<file path="src/rtl/nes_bus_pkg.sv">
// Shared NES CPU-bus definitions: DMA state encoding, register addresses
// and R/W polarity.
package nes_bus_pkg;

    typedef enum logic [2:0] {
        IDLE,
        HALT,
        ALIGN,
        READ,
        WRITE
    } dma_state_t;

    localparam logic [15:0] REG_OAMDMA  = 16'h4014;
    localparam logic [15:0] REG_OAMDATA = 16'h2004;

    localparam logic RW_READ  = 1'b1;
    localparam logic RW_WRITE = 1'b0;

    localparam int XFER_LEN = 256;

endpackage

</file>
<file path="src/rtl/dma_byte_counter.sv">
// Byte counter for bus DMA engines: synchronous clear, increment, and a flag
// that is high while the count sits on the last byte of the transfer.
module dma_byte_counter #(
    parameter int               WIDTH    = 9,
    parameter logic [WIDTH-1:0] TERMINAL = WIDTH'(255)
) (
    input  logic             clk,
    input  logic             reset_n,
    input  logic             clk_en,
    input  logic             clear,
    input  logic             incr,
    output logic [WIDTH-1:0] count,
    output logic             terminal
);

    // Count register: clear wins over increment, both only on enabled cycles.
    always_ff @(posedge clk or negedge reset_n) begin
        if (!reset_n) begin
            count <= '0;
        end else if (clk_en) begin
            if (clear) begin
                count <= '0;
            end else if (incr) begin
                count <= count + 1'b1;
            end
        end
    end

    assign terminal = (count == TERMINAL);

endmodule

</file>
<file path="src/rtl/oam_dma_controller.sv">
// OAM sprite DMA: a CPU write to $4014 halts the 6502 and copies one 256-byte
// page to $2004 as alternating read/write cycles.
// Optional feature macro: OAM_DMA_ALIGN_EN -- tracks get/put cycle parity and
// inserts one ALIGN cycle after an odd-parity halt so every read lands on a
// get cycle. Without it the parity flop and ALIGN path are absent.
module oam_dma_controller
    import nes_bus_pkg::*;
(
    input  logic        i_clk,
    input  logic        i_reset_n,
    input  logic        i_clk_en,
    input  logic [15:0] i_cpu_address,
    input  logic [7:0]  i_cpu_data,
    input  logic        i_cpu_rw,
    input  logic [7:0]  i_bus_data,
    output logic        o_rdy,
    output logic        o_dma_active,
    output logic [15:0] o_address,
    output logic [7:0]  o_data,
    output logic        o_rw
);

    dma_state_t  state;
    dma_state_t  state_next;
    logic [7:0]  page;
    logic [7:0]  page_next;
    logic        rdy_next;
    logic        active_next;
    logic [15:0] address_next;
    logic [7:0]  data_next;
    logic        rw_next;

    logic        cnt_clear;
    logic        cnt_incr;
    logic [8:0]  count;
    logic        count_terminal;
    logic        xfer_done;
    logic [7:0]  next_lo;
    logic        trigger;
    logic        need_align;

    assign trigger   = (i_cpu_address == REG_OAMDMA) && (i_cpu_rw == RW_WRITE);
    assign xfer_done = count_terminal | count[8];
    assign next_lo   = count[7:0] + 8'd1;

`ifdef OAM_DMA_ALIGN_EN
    logic parity;

    // Get/put parity: free-running toggle on every enabled CPU cycle.
    always_ff @(posedge i_clk or negedge i_reset_n) begin
        if (!i_reset_n) begin
            parity <= 1'b0;
        end else if (i_clk_en) begin
            parity <= ~parity;
        end
    end

    assign need_align = parity;
`else
    assign need_align = 1'b0;
`endif

    dma_byte_counter #(
        .WIDTH   (9),
        .TERMINAL(9'(XFER_LEN - 1))
    ) u_byte_counter (
        .clk     (i_clk),
        .reset_n (i_reset_n),
        .clk_en  (i_clk_en),
        .clear   (cnt_clear),
        .incr    (cnt_incr),
        .count   (count),
        .terminal(count_terminal)
    );

    // Next-state and next-output logic; outputs describe the state being entered.
    always_comb begin
        state_next   = state;
        page_next    = page;
        rdy_next     = o_rdy;
        active_next  = o_dma_active;
        address_next = o_address;
        data_next    = o_data;
        rw_next      = o_rw;
        cnt_clear    = 1'b0;
        cnt_incr     = 1'b0;

        case (state)
            IDLE: begin
                if (trigger) begin
                    page_next   = i_cpu_data;
                    cnt_clear   = 1'b1;
                    rdy_next    = 1'b0;
                    active_next = 1'b0;
                    rw_next     = RW_READ;
                    state_next  = HALT;
                end
            end
            HALT: begin
                if (i_cpu_rw == RW_READ) begin
                    active_next = 1'b1;
                    rw_next     = RW_READ;
                    if (need_align) begin
                        state_next = ALIGN;
                    end else begin
                        address_next = {page, count[7:0]};
                        state_next   = READ;
                    end
                end
            end
            ALIGN: begin
                address_next = {page, count[7:0]};
                rw_next      = RW_READ;
                state_next   = READ;
            end
            READ: begin
                data_next    = i_bus_data;
                address_next = REG_OAMDATA;
                rw_next      = RW_WRITE;
                state_next   = WRITE;
            end
            WRITE: begin
                cnt_incr = 1'b1;
                rw_next  = RW_READ;
                if (xfer_done) begin
                    rdy_next    = 1'b1;
                    active_next = 1'b0;
                    state_next  = IDLE;
                end else begin
                    address_next = {page, next_lo};
                    state_next   = READ;
                end
            end
            default: begin
                state_next = IDLE;
            end
        endcase
    end

    // State, page latch and registered bus outputs.
    always_ff @(posedge i_clk or negedge i_reset_n) begin
        if (!i_reset_n) begin
            state        <= IDLE;
            page         <= 8'h00;
            o_rdy        <= 1'b1;
            o_dma_active <= 1'b0;
            o_address    <= 16'h0000;
            o_data       <= 8'h00;
            o_rw         <= RW_READ;
        end else if (i_clk_en) begin
            state        <= state_next;
            page         <= page_next;
            o_rdy        <= rdy_next;
            o_dma_active <= active_next;
            o_address    <= address_next;
            o_data       <= data_next;
            o_rw         <= rw_next;
        end
    end

endmodule
</file>
<file path="config.mk">
export PLATFORM = sky130hd
export DESIGN_NAME = oam_dma_controller
export DESIGN_NICKNAME = d
export VERILOG_FILES = /design/src/rtl/nes_bus_pkg.sv /design/src/rtl/dma_byte_counter.sv /design/src/rtl/oam_dma_controller.sv
export SDC_FILE = /design/constraint.sdc
export NUM_CORES = 1
export LEC_CHECK = 0
export CAP_MARGIN = 10
export CORE_ASPECT_RATIO = 0.5
export CORE_MARGIN = 2
export CORE_UTILIZATION = 49
export DETAILED_ROUTE_END_ITERATION = 16
export PLACE_DENSITY = 0.88
export RECOVER_POWER = 100
export SETUP_SLACK_MARGIN = 0.2
export SLEW_MARGIN = 20
export SYNTH_ARGS = -nofsm -noshare
export SYNTH_HDL_FRONTEND = slang
export SYNTH_HIERARCHICAL = 1
export SYNTH_SLANG_ARGS = --single-unit
</file>
<file path="constraint.sdc">
create_clock -name i_clk -period 2.8 [get_ports i_clk]
set_input_delay 0.84 -clock i_clk [delete_from_list [all_inputs] [get_ports i_clk]]
set_output_delay 0.84 -clock i_clk [all_outputs]
set_load 0.02 [all_outputs]
</file>
==> results by group <==
GRT
  • Most used routing layer: met2
  • Number of global-route vias before repair: 2,085
  • Met3 GRT Util: 3.896%
  • Initial antenna violation count: 0
  • Met1 usage: 27.19%
  • Final global-route overflow total: 0
  • Met2 global-route usage: 40.15%
  • First-pass GRT wire length: 9.377 mm
  • GRT Overall Usage: 22.20%
  • Largest net degree at the start of global routing: 41

Die
  • Rows: 17
  • Die outline width: 103.1 microns
  • Starting Density: 52.89%
  • Io pins: 63
  • Die Y-Extent: 53.56 microns
  • Core Area: 4552 sq um
  • Die area: 5523 sq um

Layout
  • Layout cell share with drive strength beyond 1: 18.58%
  • Fin area: 3231 sq um
  • FF/Latch Area: 1179 sq um
  • Diodes inserted: 0
  • # fillers: 364
  • P&R area growth vs syn: 34.20%
  • Final nets: 334
  • Area taken by multi-input logic gates: 1095 sq um

Worst setup path
  • Max stage delay cell, worst path: or4_4
  • Crit. End Element: register
  • Levels on crit path: 8
  • Worst path top cell family by delay: simple AND/OR/NAND/NOR gates
  • CP arrival: 2840 ps
  • CP peak stage delay: 540 ps
  • Worst Reg-to-Reg Cells: 9
  • CP Cell Sequence: clkdlybuf4s50_1, nor4_1, nand2_1, nor2_1, and3_1, o211ai_4, or4_4, a21oi_2
  • CP max FO: 4
  • Crit path buffers/inverters: 1
  • Critical path startpoint category: input pin
  • Critical path class: in -> reg
  • Req. time, crit path: 3040 ps

Synth
  • Synthesized area per cell: 10.70 sq um
  • Top-area cell type share of the netlist area: 46.78%
  • Predominant post-synthesis flop cell: dfrtp_1
  • Syn Nets: 264
  • Largest area contributor in the synthesized netlist: dfrtp_1
  • Most frequent cells after synthesis: dfrtp_1 (45), mux2_2 (21), nand2_1 (18), nor2_1 (15), o21ai_0 (14)
  • EDFF count, synth: 0
  • Mapped cell area: 2407 sq um
  • Synth area leaders: dfrtp_1 (47%), mux2_2 (9.8%), o21ai_0 (2.9%)
  • Cells after synthesis: 225
  • Distinct cells, synth: 55
  • Most frequent cell after synthesis: dfrtp_1
  • #FFs+latches synth: 47
  • Sequential area share after synthesis: 48.96%
  • Fraction of registers with async set or reset after synthesis: 100.0%
  • Synth warn: 6

Drt
  • Total vias in the final route: 2,058
  • DR WL/cell: 15.54 microns
  • Iter 0 DRT Violations: 62
  • First-pass iteration count of the detailed router: 4
  • Vias per inst: 5.685
  • Post-route ant nets: 0
  • Drt total wl: 5.624 mm
  • DRC: 0

Timing
  • Slew HR: 40.68%
  • Least-Margin Pin Slew: 889.8 ps
  • RSZ-0062 raised after global routing: false
  • Fin crit share: 92.69%
  • Fin Hold WS: 472.5 ps
  • Fin. max-slew vios: 0
  • Period minus WS final: 2595 ps
  • Final setup violation count: 0
  • Max Freq: 385.3 MHz
  • Fin. Hold Viols: 0
  • Layout Skew: 8.059 ps

Clocking
  • Hold_buf cts: 0
  • CTS tree: built
  • Worst skew pair latency: 300 ps
  • # clock sinks: 47
  • H-tree Lvls: 2
  • Clock tree root driver cell: clkbuf_8
  • Clock-pin slew on the worst setup and hold paths: 90 ps
  • Setup bufs post-CTS: 0
  • CTS buffer count: 5
  • Max Root-Sink Buffers: 2

Place
  • Placed cell areas: 3152 sq um
  • GP Congestion: 0.9049
  • HPWL after detailed placement: 3.962 mm
  • Port bufs: 62

Min path
  • Worst min path class: reg -> reg
  • Hold Path Depth: 2

Run
  • MaxCap Viol Count: 0

Power
  • Leakage power: 1.386 nW
  • Total power: 0.002437 W
  • Pwr dens: 754.5 nW/um^2
  • VDD IR max: 400.6 uV

Outcome
  • Outcome: complete, no violations
-- cells by family (layout without fill, tap and decap cells) --
logic type / Yosys count / in the layout / synth area share [%]
simple gates: 71 / 71 / 16.63
compound gates: 56 / 56 / 16.74
flops: 47 / 47 / 48.96
buf+inv: 24 / 95 / 5.093
mux: 23 / 23 / 10.66
fa+ha+maj: 3 / 3 / 1.559
xor+xnor: 1 / 1 / 0.3639
-- final timing paths --
| check | from | end | slack [ps] |
|---|---|---|---|
| max | i_cpu_address[10] | u_byte_counter/count[5] | 200 |
| min | o_rdy | o_rdy | 470 |
| max reg2reg | u_byte_counter/count[0] | o_address[12] | 300 |
| min reg2reg | o_rdy | o_rdy | 470 |
| max in group asynchronous | i_reset_n | page[4] | 1320 |
| min in group asynchronous | i_reset_n | o_address[6] | 660 |
-- worst min-delay path: cells and delay by family, from the launching register on --
kind / cells / cell delay, ps
AO/OA/AOI/OAI: 1 / 50
flip-flops: 1 / 370
AND/OR/NAND/NOR: 1 / 50
-- placed cells by master, fill, tap and decap left out, types with 2 or more instances in the layout --
cell and count:
dfrtp_1 45, clkdlybuf4s50_1 30, dlygate4sd3_1 28, mux2_2 21, nand2_1 18, nor2_1 15, o21ai_0 14, inv_1 13
nand3_1 13, a21oi_1 8, a21oi_2 6, clkbuf_8 6, buf_4 6, o31ai_1 5, clkbuf_1 4, nand4_1 3
a31oi_1 3, ha_1 3, dlymetal6s2s_1 3, o22ai_1 3, or4_4 3, nor3_1 2, nor4b_2 2, and3_1 2
o311ai_0 2, mux2i_1 2, dfstp_2 2, buf_12 2, or3_1 2
-- final cells by class --
cell class	count	area share, %
Tap cell	66	2.556
Multi-Input combinational cell	154	33.89
Inverter	13	1.510
Sequential cell	47	36.48
Clock buffer	7	2.672
Clock inverter	1	0.2711
Timing Repair Buffer	74	22.62
-- metal layers --
| metal | share of wire [%] | up-vias |
|---|---|---|
| met5 | 0 | - |
| met4 | 1.5 | 0 |
| met3 | 5.3 | 12 |
| met2 | 51 | 75 |
| met1 | 43 | 1005 |
| li1 | - | 966 |
-- timing repair --
item,in CTS,in global routing
setup endpoints to repair,1,5
pin swaps,0,12
gates cloned,0,0
resized for setup,1,13
hold endpoints to repair,0,0
-- flip-flops by register name, summed over array words and instances (netlist names) --
signal / flops
o_rdy: 1
o_data: 8
page: 8
u_byte_counter/count: 9
o_rw: 1
o_dma_active: 1
state: 3
o_address: 16
-- report_power, final --
part / total, W / switching, W / internal, W / leakage [nW]
combinational: 0.000985 / 0.000523 / 0.000461 / 0.756
clock: 0.000429 / 0.000227 / 0.000202 / 0.0484
sequential: 0.00102 / 0.000162 / 0.000862 / 0.582
total: 0.00244 / 0.000912 / 0.00153 / 1.39
-- through the flow --
step | setup TNS (ps) | cells | util (%) | setup slack, ps
3_5_place_dp | -580.0 | 354 | 69.24 | -123.6
4_1_cts | 0 | 362 | 71.36 | 227.5
5_1_grt | 0 | 362 | 70.97 | 127.0
6_report | 0 | 362 | 70.97 | 204.7
3_3_place_gp | -116.6 | 354 | 69.24 | -31.97
2_1_floorplan | 0 | 225 | - | 272.7
No activity file was read; power rests on OpenSTA's default activity.
